$ cat config.mk
export PLATFORM = sky130hd
export DESIGN_NAME = intpoln_controlpath
export DESIGN_NICKNAME = d
export VERILOG_FILES = /design/src/rtl/intpoln_controlpath.sv
export SDC_FILE = /design/constraint.sdc
export NUM_CORES = 1
export LEC_CHECK = 0
export ABC_AREA = 0
export ABC_CLOCK_PERIOD_IN_PS = 5300
export CORE_AREA = 3 3 61 63
export CTS_CLUSTER_SIZE = 12
export DETAILED_ROUTE_END_ITERATION = 10
export DIE_AREA = 0 0 64 66
export MAX_ROUTING_LAYER = met4
export PLACE_DENSITY = 0.89
export SLEW_MARGIN = 20
export SYNTH_ARGS = -nofsm -noshare
export SYNTH_HDL_FRONTEND = slang
export SYNTH_SLANG_ARGS = --single-unit
$ cat constraint.sdc
create_clock -name clk -period 5.3 [get_ports clk]
set_input_delay 0.795 -clock clk [delete_from_list [all_inputs] [get_ports clk]]
set_output_delay 0.795 -clock clk [all_outputs]
set_load 0.01 [all_outputs]
$ cat src/rtl/intpoln_controlpath.sv
// intpoln_controlpath: runtime-factor sequencer for the quadratic FIFO-to-FIFO interpolator; INTPOLN_STALL_CNT_EN adds stall_cnt
module intpoln_controlpath #(
    parameter int LOG2_D_MAX = 3,
    parameter int LEN_W      = 8
) (
    input  logic                              clk,
    input  logic                              rstn,
    input  logic                              start,
    input  logic                              mode,
    input  logic                              bypass,
    input  logic [$clog2(LOG2_D_MAX+1)-1:0]   dlog2,
    input  logic [LEN_W-1:0]                  ilen,
    input  logic                              empty_i,
    input  logic                              afull_i,
    output logic                              rd_en,
    output logic                              ld_shift,
    output logic [LOG2_D_MAX-1:0]             xi,
    output logic                              en_sum,
    output logic                              wr_en,
    output logic                              wr_bypass,
    output logic                              clear,
    output logic                              busy,
    output logic                              stop_empty,
    output logic                              stop_afull,
`ifdef INTPOLN_STALL_CNT_EN
    output logic [15:0]                       stall_cnt,
`endif
    output logic                              done
);
    localparam int DW = $clog2(LOG2_D_MAX + 1);

    typedef enum logic [2:0] {IDLE, PRIME, CALC, REFILL, BYPASS, DONE} state_t;

    state_t                state_q, state_d;
    logic                  start_q, start_d;
    logic                  mode_q, mode_d;
    logic                  byp_q, byp_d;
    logic [LEN_W-1:0]      ilen_q, ilen_d;
    logic [DW-1:0]         dl_q, dl_d;
    logic [LEN_W-1:0]      cnt_q, cnt_d;
    logic [LOG2_D_MAX-1:0] xi_q, xi_d;
    logic                  ld_shift_q, ld_shift_d;
    logic                  wr_bypass_q, wr_bypass_d;
    logic                  clear_q, clear_d;
    logic [LOG2_D_MAX-1:0] xmask;
    logic [LEN_W-1:0]      cnt_inc;
    logic                  more;

    // xmask = D-1 for the latched factor; xi wraps when it reaches it
    assign xmask   = ~({LOG2_D_MAX{1'b1}} << dl_q);
    assign cnt_inc = &cnt_q ? cnt_q : cnt_q + 1'b1;
    assign more    = cnt_q != ilen_q;

    always_comb begin
        state_d    = state_q;
        start_d    = start;
        mode_d     = mode_q;
        byp_d      = byp_q;
        ilen_d     = ilen_q;
        dl_d       = dl_q;
        cnt_d      = cnt_q;
        xi_d       = xi_q;
        clear_d    = 1'b0;
        rd_en      = 1'b0;
        en_sum     = 1'b0;
        wr_en      = 1'b0;
        stop_empty = 1'b0;
        stop_afull = 1'b0;
        case (state_q)
            IDLE: begin
                if (start && !start_q) begin
                    mode_d  = mode;
                    byp_d   = bypass;
                    ilen_d  = ilen;
                    dl_d    = (dlog2 > DW'(LOG2_D_MAX)) ? DW'(LOG2_D_MAX) : dlog2;
                    cnt_d   = '0;
                    xi_d    = '0;
                    clear_d = 1'b1;
                    state_d = bypass ? ((ilen == '0) ? DONE : BYPASS)
                            : (ilen < LEN_W'(3) && !mode) ? DONE : PRIME;
                end
            end
            PRIME: begin
                rd_en      = !empty_i;
                stop_empty = empty_i;
                if (rd_en) begin
                    cnt_d = cnt_inc;
                    if (cnt_q == LEN_W'(2)) begin
                        state_d = CALC;
                        xi_d    = '0;
                    end
                end
            end
            CALC: begin
                stop_afull = afull_i;
                if (!afull_i) begin
                    wr_en  = 1'b1;
                    en_sum = 1'b1;
                    xi_d   = (xi_q == xmask) ? '0 : xi_q + 1'b1;
                    if (xi_q == xmask)
                        state_d = (mode_q ? !start : cnt_q == ilen_q) ? DONE : REFILL;
                end
            end
            REFILL: begin
                stop_empty = empty_i;
                if (!empty_i) begin
                    rd_en   = 1'b1;
                    cnt_d   = cnt_inc;
                    state_d = CALC;
                end
            end
            BYPASS: begin
                rd_en      = more && !empty_i && !afull_i;
                stop_empty = more && empty_i;
                stop_afull = more && !empty_i && afull_i;
                if (rd_en)
                    cnt_d = cnt_inc;
                // the final read's wr_bypass is out in this same cycle
                if (!more)
                    state_d = DONE;
            end
            DONE:    state_d = IDLE;
            default: state_d = IDLE;
        endcase
        ld_shift_d  = rd_en && !byp_q;
        wr_bypass_d = rd_en && byp_q;
    end

    always_ff @(posedge clk) begin
        if (!rstn) begin
            state_q     <= IDLE;
            start_q     <= 1'b0;
            mode_q      <= 1'b0;
            byp_q       <= 1'b0;
            ilen_q      <= '0;
            dl_q        <= '0;
            cnt_q       <= '0;
            xi_q        <= '0;
            ld_shift_q  <= 1'b0;
            wr_bypass_q <= 1'b0;
            clear_q     <= 1'b0;
        end else begin
            state_q     <= state_d;
            start_q     <= start_d;
            mode_q      <= mode_d;
            byp_q       <= byp_d;
            ilen_q      <= ilen_d;
            dl_q        <= dl_d;
            cnt_q       <= cnt_d;
            xi_q        <= xi_d;
            ld_shift_q  <= ld_shift_d;
            wr_bypass_q <= wr_bypass_d;
            clear_q     <= clear_d;
        end
    end

`ifdef INTPOLN_STALL_CNT_EN
    logic [15:0] stall_q, stall_d;

    always_comb begin
        stall_d = clear_d ? '0
                : ((stop_empty || stop_afull) && !(&stall_q)) ? stall_q + 1'b1 : stall_q;
    end

    always_ff @(posedge clk) begin
        if (!rstn)
            stall_q <= '0;
        else
            stall_q <= stall_d;
    end

    assign stall_cnt = stall_q;
`endif

    assign ld_shift  = ld_shift_q;
    assign wr_bypass = wr_bypass_q;
    assign clear     = clear_q;
    assign xi        = xi_q;
    assign busy      = state_q != IDLE;
    assign done      = state_q == DONE;
endmodule

==> After elaboration in Yosys (flattened, before gate mapping) <==
Index checks and enable logic that the tools add are counted.
{ "word_totals": {"input_bits": 17, "memories": 0, "romBits": 0, "mem_bits_rw": 0, "regBits": 30, "output_inout_bits": 13, "word_cells": 93, "latch_bits": 0} }
{ "classes": {"n_div": 0, "n_shift": 1, "eq_ne": 18, "muxes": 32, "addsub": 2, "mul": 0, "n_reduce_logical": 26, "n_lt_le_gt_ge": 2, "bitwise": 1} }
{ "ops": {"columns": ["cell", "count"], "rows": [
  ["$mux W3", 15],
  ["$mux W8", 4],
  ["$pmux W8 S3", 1],
  ["$ne A2 B2 Y1 const B", 9],
  ["$pmux W3 S5", 1],
  ["$pmux W3 S3", 1],
  ["$reduce_bool A3 Y1", 3],
  ["$add A8 B1 Y8 const B", 1],
  ["$eq A8 B2 Y1 const B", 1],
  ["$eq A8 B8 Y1", 1],
  ["$logic_and A1 B1 Y1", 8],
  ["$logic_not A8 Y1", 1],
  ["$lt A8 B2 Y1 const B", 1],
  ["$ne A8 B8 Y1", 1],
  ["$reduce_and A8 Y1", 1],
  ["$reduce_and A7 Y1", 1],
  ["$eq A3 B2 Y1 const B", 2],
  ["$eq A3 B3 Y1 const B", 2],
  ["$logic_not A1 Y1", 6],
  ["$mux W1", 6],
  ["$reduce_and A5 Y1", 1],
  ["$pmux W1 S2", 2],
  ["$reduce_and A2 Y1", 2],
  ["$reduce_and A4 Y1", 1],
  ["10 further kinds", 10]
]} }

==> Longest topological paths before layout <==
{ "depth": {"depth_word": 6, "depth_mapped": 7, "mapped_depth_nobuf": 7} }

==> Least setup slack after synthesis <==
OpenSTA, ideal clock, no wires.
{ "synth_timing": {"path_type": "input to register", "from": "in start", "to": "reg cnt_q[1]", "t_required_ps": 5230, "t_arrival_ps": 2145, "path_stages": 5, "slack_ps": 3084, "setup_ps": 70, "n_path_buf": 0, "cell_sequence": "or4b_1 a21oi_1 o21bai_1 or4_1 a21oi_1"} }
{ "synth_between": {"elab_chain_cells": 3} }
{ "synth_rtl": {"columns": ["element", "line", "text"], "rows": [
  ["start, declared", "8", "input logic start,"],
  ["$logic_and A1 B1 Y1", "71", "if (start && !start_q) begin"],
  ["$ne A2 B2 Y1 (no source line)", null, null],
  ["$reduce_and A4 Y1 (no source line)", null, null],
  ["end signal, assigned", "149", "cnt_q <= cnt_d;"],
  ["end, declared", "40", "logic [LEN_W-1:0] cnt_q, cnt_d;"]
]} }
Every way passes these cells.
A chain may end at the register's enable or synchronous reset.

==> Worst setup path in the final report <==
{ "layout_timing": {"from": "reg state_q[2]", "to": "out rd_en"} }
{ "layout_between": {"elab_chain_cells": 2, "elab_cells_between_ends": 4, "cone_classes": "eq/ne (3); mux (1)"} }
{ "layout_rtl": {"columns": ["element", "line", "text"], "rows": [
  ["start, declared", "34", "state_t state_q, state_d;"],
  ["start signal, assigned", "143", "state_q <= state_d;"],
  ["$eq A3 B3 Y1, or another cell as far along", "69", "case (state_q)"],
  ["$pmux W1 S3 (*)", "69", null],
  ["end, declared", "15", "output logic rd_en,"]
]} }
Mark *: on every way between the ends. The rest lies on a longest branch, timed or not.

==> flow_metrics.tcl <==
set metrics [dict create \
    die_h_um 66 \
    fmax_ghz 0.3166 \
    worstHoldStart "ilen_q[4]" \
    cts_tree "done" \
    ios 30 \
    finalNetCount 260 \
    first_iter_violations 147 \
    place.gp.congestion 0.8506 \
    synth_cell_types 56 \
    status "complete, no violations" \
    tns_ps 0 \
    yosys.area_share.simple 0.3020 \
    tightest_slew_ps 760.8 \
    finalCriticalPeriod_ps 3159 \
    start_kind "register" \
    track_usage 0.2123 \
    hold_end "ilen_q[4]" \
    clock-root-buffer "clkbuf_4" \
    ys_seq_elements 30 \
    synth_xor_area_frac 0.04393 \
    die-area_um2 4224 \
    area_growth_pct 17.08 \
    drive_above_1_share 0.08299 \
    ff2ff_path_depth 5 \
    core-area_um2 3284 \
    start_util 0.5463 \
    synth_edf_count 0 \
    cts-resized-gates 0 \
    clkTransAtPathRegs_ps 100 \
    synth_nets 238 \
    vias 1700 \
    fin_crit_sh 0.5960 \
    endpoint_kind "output pin" \
    ant_nets 0 \
    finalHoldViolCount 0 \
    cp.required_ps 4510 \
    grt_pass1_wl_um 6858 \
    cts_buffers 5 \
    yosysSeqAreaShare 0.3347 \
    finalSetupViolCount 0 \
    port_buffers 29 \
    slew_viol_final 0 \
    grt_remaining_overflow 0 \
    viasPerCell 5.923 \
    layout_commonest_cell "nand2_1" \
    fin_skew_ps 17.94 \
    syn-instance-count 218 \
    worstSkewPairLatency_ps 330 \
    critPathMaxFanout 12 \
    antenna_cells 0 \
    p_leak_nw 0.7247 \
    num_rows 21 \
    wirelength_um 4054 \
    min_path_type "reg2reg" \
    async_flop_share 0 \
    cp.arrival_ps 2360 \
    synth_warnings 0 \
    die_w_um 64 \
    r2r-end "cnt_q[1]" \
    clock_sink_count 30 \
    drc 0 \
    syn_avg_cell_area_um2 8.230 \
    min_path_cells 2 \
    max-vdd-ir-drop_v 0.0002454 \
    wl_per_cell_um 14.13 \
    synthTopCellsByArea "dfxtp_1 (33%), nand2_1 (7.3%), a21oi_1 (5.3%)" \
    grt_start_max_net_pins 27 \
    synth_area_um2 1794 \
    reg2reg_from "state_q[2]" \
    fin_area_um2 2101 \
    rsz0062_at_grt "no" \
    yosys.area_share.adder 0.02092 \
    htree_levels 2 \
    maxSlewHeadroom 0.4909 \
    ctsHoldBuffers 0 \
    grt_pass1_vias 1528 \
    yosysTopAreaCell "dfxtp_1" \
    synth_top_family_by_area "simple AND/OR/NAND/NOR gates" \
    p_per_area_nw_per_um2 403.6 \
    cap_violations 0 \
    clockBufferDepth 2 \
    synth_compound_area_frac 0.2197 \
    antenna_found_initial 0 \
    drtPass1Iterations 4 \
    dpl.hpwl_um 2921 \
    post_cts_buffers 0 \
    rrSetupSlack_ps 2980 \
    yosysTopAreaCellShare 0.3347 \
    synth_mux_area_frac 0.005579 \
    critPathKind "reg2out" \
    placed_cell_area_um2 2041 \
    mostFrequentLayoutCells "nand2_1 (35), dfxtp_1 (30), clkdlybuf4s50_1 (29)" \
    synth_ff_type "dfxtp_1" \
]
==> critical path, cell delays in order (launching register included) <==
cell,delay (ps)
dfxtp_1,570
or3b_1,520
o31a_1,310
nor2_1,90
clkdlybuf4s50_1,540
==> layout make-up <==
| cell class | count | area (um^2) |
|---|---|---|
| well taps | 46 | 57.56 |
| inverters | 8 | 30.03 |
| repair buffers | 29 | 290.3 |
| fillers | 300 | 1184 |
| clock buffers | 7 | 55.05 |
| flip-flops and latches | 30 | 600.6 |
| multi-input cells | 166 | 1062 |
| clock inverters | 1 | 5.005 |
==> cell families (layout without fill, tap and decap cells) <==
group / after synthesis / count (layout)
compound gates: 55 / 55
xor+xnor: 9 / 9
fa+ha+maj: 3 / 3
buf+inv: 22 / 45
flops: 30 / 30
mux: 1 / 1
simple gates: 98 / 98
==> routing by layer <==
layer | wire length (um) | up-vias | global-route usage
li1 | - | 836 | -
met1 | 1832 | 797 | 0.2639
met2 | 1928 | 59 | 0.3316
met3 | 245 | 8 | 0.05442
met4 | 48 | 0 | 0.08086
met5 | 0 | - | -
==> how the worst max path moves through the flow <==
stage	startpoint	endpoint	slack, ps	cells after the start
after floorplan	start	cnt_q[1]	3080	5
after global placement	afull_i	rd_en	2270	4
after detailed placement	afull_i	rd_en	2240	4
after CTS	state_q[2]	rd_en	2150	4
after global routing	state_q[2]	rd_en	2000	4
final	state_q[2]	rd_en	2140	4
==> per-stage QoR <==
stage               std cells  utilization  worst slack (ps)  power, mW  hold WS (ps)
floorplan                 218            -              3084     0.6003         414.5
global placement          279       0.6213              2268     0.6976         441.5
detailed placement        279       0.6213              2236     0.7040         443.2
CTS                       287       0.6396              2150     0.8446         467.5
global route              287       0.6396              2003     0.9110         494.5
finish                    287       0.6396              2141     0.8478         471.8
==> power by group <==
part / switching [mW] / internal, mW / total, mW
Sequential: 0.0467 / 0.258 / 0.304
Clock: 0.0777 / 0.0642 / 0.142
Combinational: 0.230 / 0.172 / 0.402
Total: 0.354 / 0.493 / 0.848
==> cell usage after synthesis (4+ instances only) <==
library cell,n
nor3_1,7
nand2b_1,4
xnor2_1,8
nand3_1,8
nand2_1,35
or4_1,4
inv_1,7
clkbuf_1,6
nor2_1,9
o21ai_0,8
or2b_2,4
nand4_1,4
a21oi_1,19
dfxtp_1,30
a32o_1,4
==> registers in the layout (all words and copies together), names as in the netlist, 2 cells and up <==
register  count
xi            3
ilen_q        8
state_q       3
dl_q          2
cnt_q         8
No activity file was read; power rests on OpenSTA's default activity.
